## src/rtl/load_ext_pipe.sv

```systemverilog
// Two-stage valid/ready pipeline that picks the addressed byte/half/word lane of a
// memory read word and zero- or sign-extends it for writeback, flagging bad beats.
module load_ext_pipe #(
  parameter  int DATA_W = 32,
  parameter  int TAG_W  = 5,
  parameter  int CNT_W  = 8,
  localparam int OFF_W  = $clog2(DATA_W/8)
) (
  input  logic              clk,
  input  logic              reset,
  input  logic              flush,
  input  logic              in_valid,
  output logic              in_ready,
  input  logic [DATA_W-1:0] in_data,
  input  logic [OFF_W-1:0]  in_off,
  input  logic [2:0]        in_mode,
  input  logic [TAG_W-1:0]  in_tag,
  output logic              out_valid,
  input  logic              out_ready,
  output logic [DATA_W-1:0] out_data,
  output logic [TAG_W-1:0]  out_tag,
  output logic              out_err,
  output logic [CNT_W-1:0]  err_cnt
);

  typedef enum logic [2:0] {
    MODE_WORD   = 3'd0,
    MODE_HALF_U = 3'd1,
    MODE_HALF_S = 3'd2,
    MODE_BYTE_U = 3'd3,
    MODE_BYTE_S = 3'd4
  } mode_e;

  // Stage 1: shifted lane plus decoded error
  logic              s1_v_q,    s1_v_d;
  logic [DATA_W-1:0] s1_lane_q, s1_lane_d;
  logic [2:0]        s1_mode_q, s1_mode_d;
  logic              s1_err_q,  s1_err_d;
  logic [TAG_W-1:0]  s1_tag_q,  s1_tag_d;

  // Stage 2: extended result, drives the output port directly
  logic              s2_v_q,    s2_v_d;
  logic [DATA_W-1:0] s2_data_q, s2_data_d;
  logic [TAG_W-1:0]  s2_tag_q,  s2_tag_d;
  logic              s2_err_q,  s2_err_d;
  logic [CNT_W-1:0]  err_cnt_q, err_cnt_d;

  logic              s2_take;
  logic              in_fire;
  logic              s1_fire;
  logic              out_fire;
  logic              in_err;
  logic [DATA_W-1:0] ext_data;

  assign s2_take  = !s2_v_q || out_ready;
  assign in_ready = !s1_v_q || s2_take;
  assign in_fire  = in_valid && in_ready;
  assign s1_fire  = s1_v_q && s2_take;
  // A beat killed by flush in the same cycle is not treated as delivered.
  assign out_fire = s2_v_q && out_ready && !flush;

  always_comb begin
    // NOTE: every combinational output gets a default first so no path can infer a latch.
    in_err = 1'b0;
    case (in_mode)
      MODE_WORD:                in_err = (in_off != '0);
      MODE_HALF_U, MODE_HALF_S: in_err = in_off[0];
      MODE_BYTE_U, MODE_BYTE_S: in_err = 1'b0;
      default:                  in_err = 1'b1;
    endcase
  end

  always_comb begin
    s1_v_d    = s1_v_q;
    s1_lane_d = s1_lane_q;
    s1_mode_d = s1_mode_q;
    s1_err_d  = s1_err_q;
    s1_tag_d  = s1_tag_q;
    if (in_ready) s1_v_d = in_valid;
    if (in_fire) begin
      s1_lane_d = in_data >> {in_off, 3'b000};
      s1_mode_d = in_mode;
      s1_err_d  = in_err;
      s1_tag_d  = in_tag;
    end
    if (flush) s1_v_d = 1'b0;
  end

  always_comb begin
    ext_data = '0;
    case (s1_mode_q)
      MODE_WORD:   ext_data = s1_lane_q;
      MODE_HALF_U: ext_data = {{(DATA_W-16){1'b0}}, s1_lane_q[15:0]};
      MODE_HALF_S: ext_data = {{(DATA_W-16){s1_lane_q[15]}}, s1_lane_q[15:0]};
      MODE_BYTE_U: ext_data = {{(DATA_W-8){1'b0}}, s1_lane_q[7:0]};
      MODE_BYTE_S: ext_data = {{(DATA_W-8){s1_lane_q[7]}}, s1_lane_q[7:0]};
      default:     ext_data = '0;
    endcase
    if (s1_err_q) ext_data = '0;
  end

  always_comb begin
    s2_v_d    = s2_v_q;
    s2_data_d = s2_data_q;
    s2_tag_d  = s2_tag_q;
    s2_err_d  = s2_err_q;
    if (s2_take) s2_v_d = s1_v_q;
    // Payload only changes when a real beat moves up, keeping held outputs stable.
    if (s1_fire) begin
      s2_data_d = ext_data;
      s2_tag_d  = s1_tag_q;
      s2_err_d  = s1_err_q;
    end
    if (flush) s2_v_d = 1'b0;
  end

  always_comb begin
    err_cnt_d = err_cnt_q;
    if (out_fire && s2_err_q && (err_cnt_q != {CNT_W{1'b1}}))
      err_cnt_d = err_cnt_q + CNT_W'(1);
  end

  // NOTE: payload registers are reset along with the valids because the output
  // port must read as zero immediately on reset, not just be marked invalid.
  always_ff @(posedge clk or posedge reset) begin
    if (reset) begin
      s1_v_q    <= 1'b0;
      s1_lane_q <= '0;
      s1_mode_q <= '0;
      s1_err_q  <= 1'b0;
      s1_tag_q  <= '0;
      s2_v_q    <= 1'b0;
      s2_data_q <= '0;
      s2_tag_q  <= '0;
      s2_err_q  <= 1'b0;
      err_cnt_q <= '0;
    end else begin
      s1_v_q    <= s1_v_d;
      s1_lane_q <= s1_lane_d;
      s1_mode_q <= s1_mode_d;
      s1_err_q  <= s1_err_d;
      s1_tag_q  <= s1_tag_d;
      s2_v_q    <= s2_v_d;
      s2_data_q <= s2_data_d;
      s2_tag_q  <= s2_tag_d;
      s2_err_q  <= s2_err_d;
      err_cnt_q <= err_cnt_d;
    end
  end

  assign out_valid = s2_v_q;
  assign out_data  = s2_data_q;
  assign out_tag   = s2_tag_q;
  assign out_err   = s2_err_q;
  assign err_cnt   = err_cnt_q;

endmodule

```

## config.mk

```make
export PLATFORM = sky130hd
export DESIGN_NAME = load_ext_pipe
export DESIGN_NICKNAME = d
export VERILOG_FILES = /design/src/rtl/load_ext_pipe.sv
export SDC_FILE = /design/constraint.sdc
export NUM_CORES = 1
export LEC_CHECK = 0
export BUFFER_PORTS_ARGS = -buffer_cell sky130_fd_sc_hd__buf_2
export CAP_MARGIN = 20
export CORE_UTILIZATION = 27
export CTS_CLUSTER_SIZE = 16
export DETAILED_ROUTE_END_ITERATION = 8
export SLEW_MARGIN = 20
export SYNTH_ARGS = -nofsm -noshare
export SYNTH_HDL_FRONTEND = slang
export SYNTH_SLANG_ARGS = --single-unit
export TNS_END_PERCENT = 100
```

## constraint.sdc

```tcl
create_clock -name clk -period 3.2 [get_ports clk]
set_input_delay 0.48 -clock clk [delete_from_list [all_inputs] [get_ports clk]]
set_output_delay 0.48 -clock clk [all_outputs]
set_load 0.05 [all_outputs]
```

==> Yosys cells after proc, flatten, opt, wreduce, memory -nomap -nowiden <==
Cells that the tools add are included.
{ "word_totals": {"wordCells": 46, "inputBits": 47, "register_bits": 89, "output_inout_bits": 48} }
{ "op_classes": {"addsub": 1, "shifts": 1, "n_mux": 7, "n_eq_ne": 9, "n_reduce_logical": 18} }
{ "ops": {"columns": ["cell", "n"], "rows": [
  ["32-bit case mux with 5 select lines", 1],
  ["32-bit 2-to-1 mux", 1],
  ["32-bit by 5-bit right shift with 32-bit output", 1],
  ["3-bit by 2-bit == test with 1-bit output, second input constant", 4],
  ["8-bit by 1-bit adder with 8-bit output, second input constant", 1],
  ["8-bit inequality test, second input constant", 1],
  ["3-bit by 1-bit == test with 1-bit output, second input constant", 2],
  ["3-bit == test, second input constant", 2],
  ["1-bit logical AND", 6],
  ["3-bit zero test", 2],
  ["2-bit nonzero test", 3],
  ["1-bit 2-to-1 mux", 4],
  ["2-bit OR reduction", 2],
  ["1-bit zero test", 3],
  ["1-bit case mux with 3 select lines", 1],
  ["1-bit logical OR", 2]
]} }

==> Longest topological paths before layout <==
{ "depth": {"word_depth": 5, "ltp_mapped": 7, "ltp_nobuf": 4} }

==> Least setup slack after synthesis <==
Ideal clock, no wire load.
{ "synth_path": {"path_kind": "reg-to-reg", "from": "reg s2_v_q (netlist: out_valid)", "to": "reg s1_lane_q[0]", "t_required_ns": 3.075, "slack_ns": 1.069, "arrival_time_ns": 2.006, "n_path_buf": 1, "setup_time_ns": 0.125, "period_less_slack_ns": 2.131, "stages_incl_launch_ff": 5, "path_cell_list": "dfrtp_1 nand3b_1 nand2_1 buf_2 mux2_2"} }
{ "synth_via": {"elab_chain_len": 4} }
{ "synth_rtl": {"columns": ["item", "line", "source"], "rows": [
  ["start, declared", "42", "logic s2_v_q, s2_v_d;"],
  ["start signal, assigned", "143", "s2_v_q <= s2_v_d;"],
  ["1-bit zero test", "55", "assign s2_take = !s2_v_q || out_ready;"],
  ["1-bit logical OR", "55", null],
  ["1-bit logical OR", "56", "assign in_ready = !s1_v_q || s2_take;"],
  ["net in_ready", "13", "output logic in_ready,"],
  ["1-bit logical AND", "57", "assign in_fire = in_valid && in_ready;"],
  ["end signal, assigned", "139", "s1_lane_q <= s1_lane_d;"],
  ["end, declared", "36", "logic [DATA_W-1:0] s1_lane_q, s1_lane_d;"]
]} }
The timed path passes the listed nets, and every way through them passes these cells.
A chain may end at the register's enable or synchronous reset.

==> Worst setup path after layout <==
{ "layout_path": {"from": "reg s1_mode_q[0]", "to": "reg s2_data_q[31] (netlist: out_data[31])"} }
{ "layout_via": {"elab_chain_len": 3, "elab_cells_between_ends": 7, "cone_classes": "4 x eq/ne; 2 x mux; 1 x reduce/logical"} }
{ "layout_rtl": {"columns": ["item", "line", "source"], "rows": [
  ["start, declared", "37", "logic [2:0] s1_mode_q, s1_mode_d;"],
  ["start signal, assigned", "140", "s1_mode_q <= s1_mode_d;"],
  ["3-bit == test, or another cell as far along", "91", "case (s1_mode_q)"],
  ["32-bit case mux with 5 select lines (*)", "91", null],
  ["32-bit 2-to-1 mux (*)", "99", "if (s1_err_q) ext_data = '0;"],
  ["end signal, assigned", "144", "s2_data_q <= s2_data_d;"],
  ["end, declared", "43", "logic [DATA_W-1:0] s2_data_q, s2_data_d;"]
]} }
Every way passes the cells marked *; elsewhere a longest branch is shown, timed or not.

==> flow_summary_export.csv <==
group,metric,value,unit
sta,rsz0062_at_grt,"no",
clocking,clkSinkCount,89,
yosys,synth_nets,448,
setup_path,cp_max_fo,16,
yosys,yosysMostFrequentCell,"dfrtp_1",
setup_path,critPathCaptureType,"flip-flop",
outcome,status,"finished with violations",
detailed_routing,ant_nets,0,
detailed_routing,route.detailed.drc,8,
yosys,yosys.area.top_type,"dfrtp_1",
placement,dp_hpwl,7.62,mm
yosys,synth.distinct_cells,37,
sta,finalSetupViolations,0,
yosys,synth_ff_type,"dfrtp_1",
clocking,root_buffer,"clkbuf_16",
global_routing,grt_overflow,0,
yosys,synthTopCellsByCount,"dfrtp_1 (89), nand2_1 (79), o21ai_0 (38)",
detailed_routing,avgRoutedWirePerCell,15.1,um
power_and_ir_drop,power_density,630,nW/um^2
detailed_routing,drt_iter0_markers,183,
clocking,cts_inserted_buffers,9,
clocking,max-clock-path-buffers,2,
global_routing,grt_max_degree,45,
clocking,clkTransAtPathRegs,60,ps
die,fp.dieW,125,um
yosys,ys_seq_elements,89,
setup_path,required,3440,ps
clocking,post-cts-setup-buffer-count,0,
yosys,synth-seq-area-share,0.547,
setup_path,critical_path_class,"reg -> reg",
finish,n_antenna_cell,0,
setup_path,start_kind,"flip-flop",
global_routing,antenna_found_initial,0,
yosys,netlist_area,4070,um^2
finish,drive_above_1_share,0.309,
yosys,synth.top_cell.area_share,0.547,
outcome,violations,"design-rule violations",
detailed_routing,via_per_inst,4.75,
global_routing,grt_first_pass_wirelength,16.6,mm
yosys,syn_inst,400,
global_routing,grtUsageTotal,0.137,
setup_path,slowest_delay,670,ps
finish,fin_cells,672,
sta,tightest_slew,786,ps
yosys,async_flop_share,1.00,
clocking,cts_resized,0,
die,coreArea,14600,um^2
sta,holdWs,254,ps
clocking,htreeDepth,3,
sta,fin_crit_sh,0.603,
setup_path,critPathBufInv,0,
setup_path,critical_path_depth,4,
die,ios,95,
min_path,hp-class,"in -> async",
power_and_ir_drop,vdd_ir_drop_max,0.000267,V
setup_path,crit_chain,"and4bb_1 -> or2_1 -> a21oi_1 -> o21ai_0",
yosys,ys.warnings.count,0,
finish,syn_to_final_growth,22.3,%
sta,finalMaxSlewViolations,0,
yosys,synth_edf_count,0,
placement,port_buffers,94,
die,fp.dieH,125,um
clocking,ctsHoldBuffers,0,
detailed_routing,routed_wl,10.2,mm
placement,place_congestion,0.816,
die,rows,44,
clocking,cts_tree,"yes",
setup_path,cp_top_family,"simple AND/OR/NAND/NOR gates",
sta,fin_crit,1930,ps
sta,finClkSkew,6.64,ps
global_routing,first_global_vias,3142,
detailed_routing,drt-pass1-iter-count,6,
die,die_area,15600,um^2
yosys,avgSynthCellArea,10.2,um^2
job,max-cap-violations,0,
sta,hold_viol_final,0,
yosys,synthTopCellsByArea,"dfrtp_1 (55%), nand2_1 (7.3%), mux2_2 (6.4%), o21ai_0 (4.7%), a21oi_1 (4.5%)",
setup_path,cp_slowest_cell,"or2_1",
detailed_routing,vias,3190,
sta,relSlewSlack,0.476,
setup_path,crit_arrival,2170,ps
clocking,insertion_delay,340,ps
setup_path,reg2reg_depth,4,
sta,fin_setup_tns,0,ps
sta,fmax,518,MHz
power_and_ir_drop,leakage,2.33,nW
die,initial_core_util,0.278,
placement,dp_cells,656,
finish,fin_nets,531,
==> power by group <==
| part | switching, mW | total, mW | internal [mW] |
|---|---|---|---|
| sequential | 0.0875 | 1.34 | 1.25 |
| combinational | 0.495 | 0.690 | 0.195 |
| clock | 0.427 | 1.11 | 0.683 |
==> final cells by class <==
type | count | area, um^2
clock inverter | 5 | 80.1
inverter | 4 | 16.3
multi-input combinational | 280 | 1690
clock buffer | 11 | 233
tap | 184 | 230
fill | 1530 | 9660
timing repair buffer | 99 | 508
sequential | 89 | 2230
==> flip-flops by register name, indices dropped and copies added (netlist names) <==
register and flops:
out_valid 1, s1_v_q 1, out_err 1, err_cnt 8
s1_lane_q 32, s1_tag_q 5, out_tag 5, out_data 32
s1_err_q 1, s1_mode_q 3
==> cell usage in the layout (no fill, tap or decap), types with 2 or more instances in the layout <==
cell type / count
clkinv_2: 2
inv_1: 3
clkbuf_1: 2
buf_4: 5
a211oi_1: 8
a31oi_1: 4
buf_2: 94
bufinv_16: 2
clkbuf_16: 9
and3_1: 2
nor2b_1: 11
dfrtp_1: 89
clkinvlp_4: 2
nor2_1: 11
o21ai_1: 12
o21ai_0: 38
mux2i_1: 16
a21oi_1: 37
nand3_1: 3
mux2_2: 23
nand2_1: 78
xnor2_1: 3
or2_1: 2
a21oi_2: 10
o31ai_1: 8
==> cells by family (layout without fill, tap and decap cells) <==
family	count (synthesis)	count (layout)	synth area share
simple gates	117	117	0.129
compound gates	120	120	0.172
fa+ha+maj	1	1	0.00307
mux	39	39	0.103
buf+inv	31	119	0.0393
flops	89	89	0.547
xor+xnor	3	3	0.00645
==> metrics by stage <==
step           power, mW   util  instance area, um^2  worst slack [ps]
6_report            3.14  0.340                 4980              1270
5_1_grt             3.28  0.340                 4980              1100
4_1_cts             3.18  0.340                 4980              1280
3_5_place_dp        2.06  0.319                 4670              1130
3_3_place_gp        2.04  0.319                 4670              1180
2_1_floorplan       1.86      -                 4070               413
==> layer usage <==
| metal | GRT usage | share of wire | vias to the layer above | wire, um |
|---|---|---|---|---|
| met3 | 0.0245 | 0.047 | 16 | 478 |
| met2 | 0.206 | 0.45 | 82 | 4610 |
| met4 | 0.0710 | 0.027 | 0 | 276 |
| met5 | 0 | 0 | - | 0 |
| li1 | - | - | 1558 | - |
| met1 | 0.190 | 0.47 | 1534 | 4800 |
==> worst paths after layout <==
| kind | start | to | slack (ps) |
|---|---|---|---|
| max | s1_mode_q[0] | out_data[31] | 1270 |
| min | reset | s1_lane_q[17] | 250 |
| max reg2reg | s1_mode_q[0] | out_data[31] | 1270 |
| min reg2reg | out_data[29] | out_data[29] | 470 |
| max in group asynchronous | reset | out_data[1] | 2160 |
| min in group clk | flush | s1_v_q | 320 |
(Power assumes the default switching activity.)
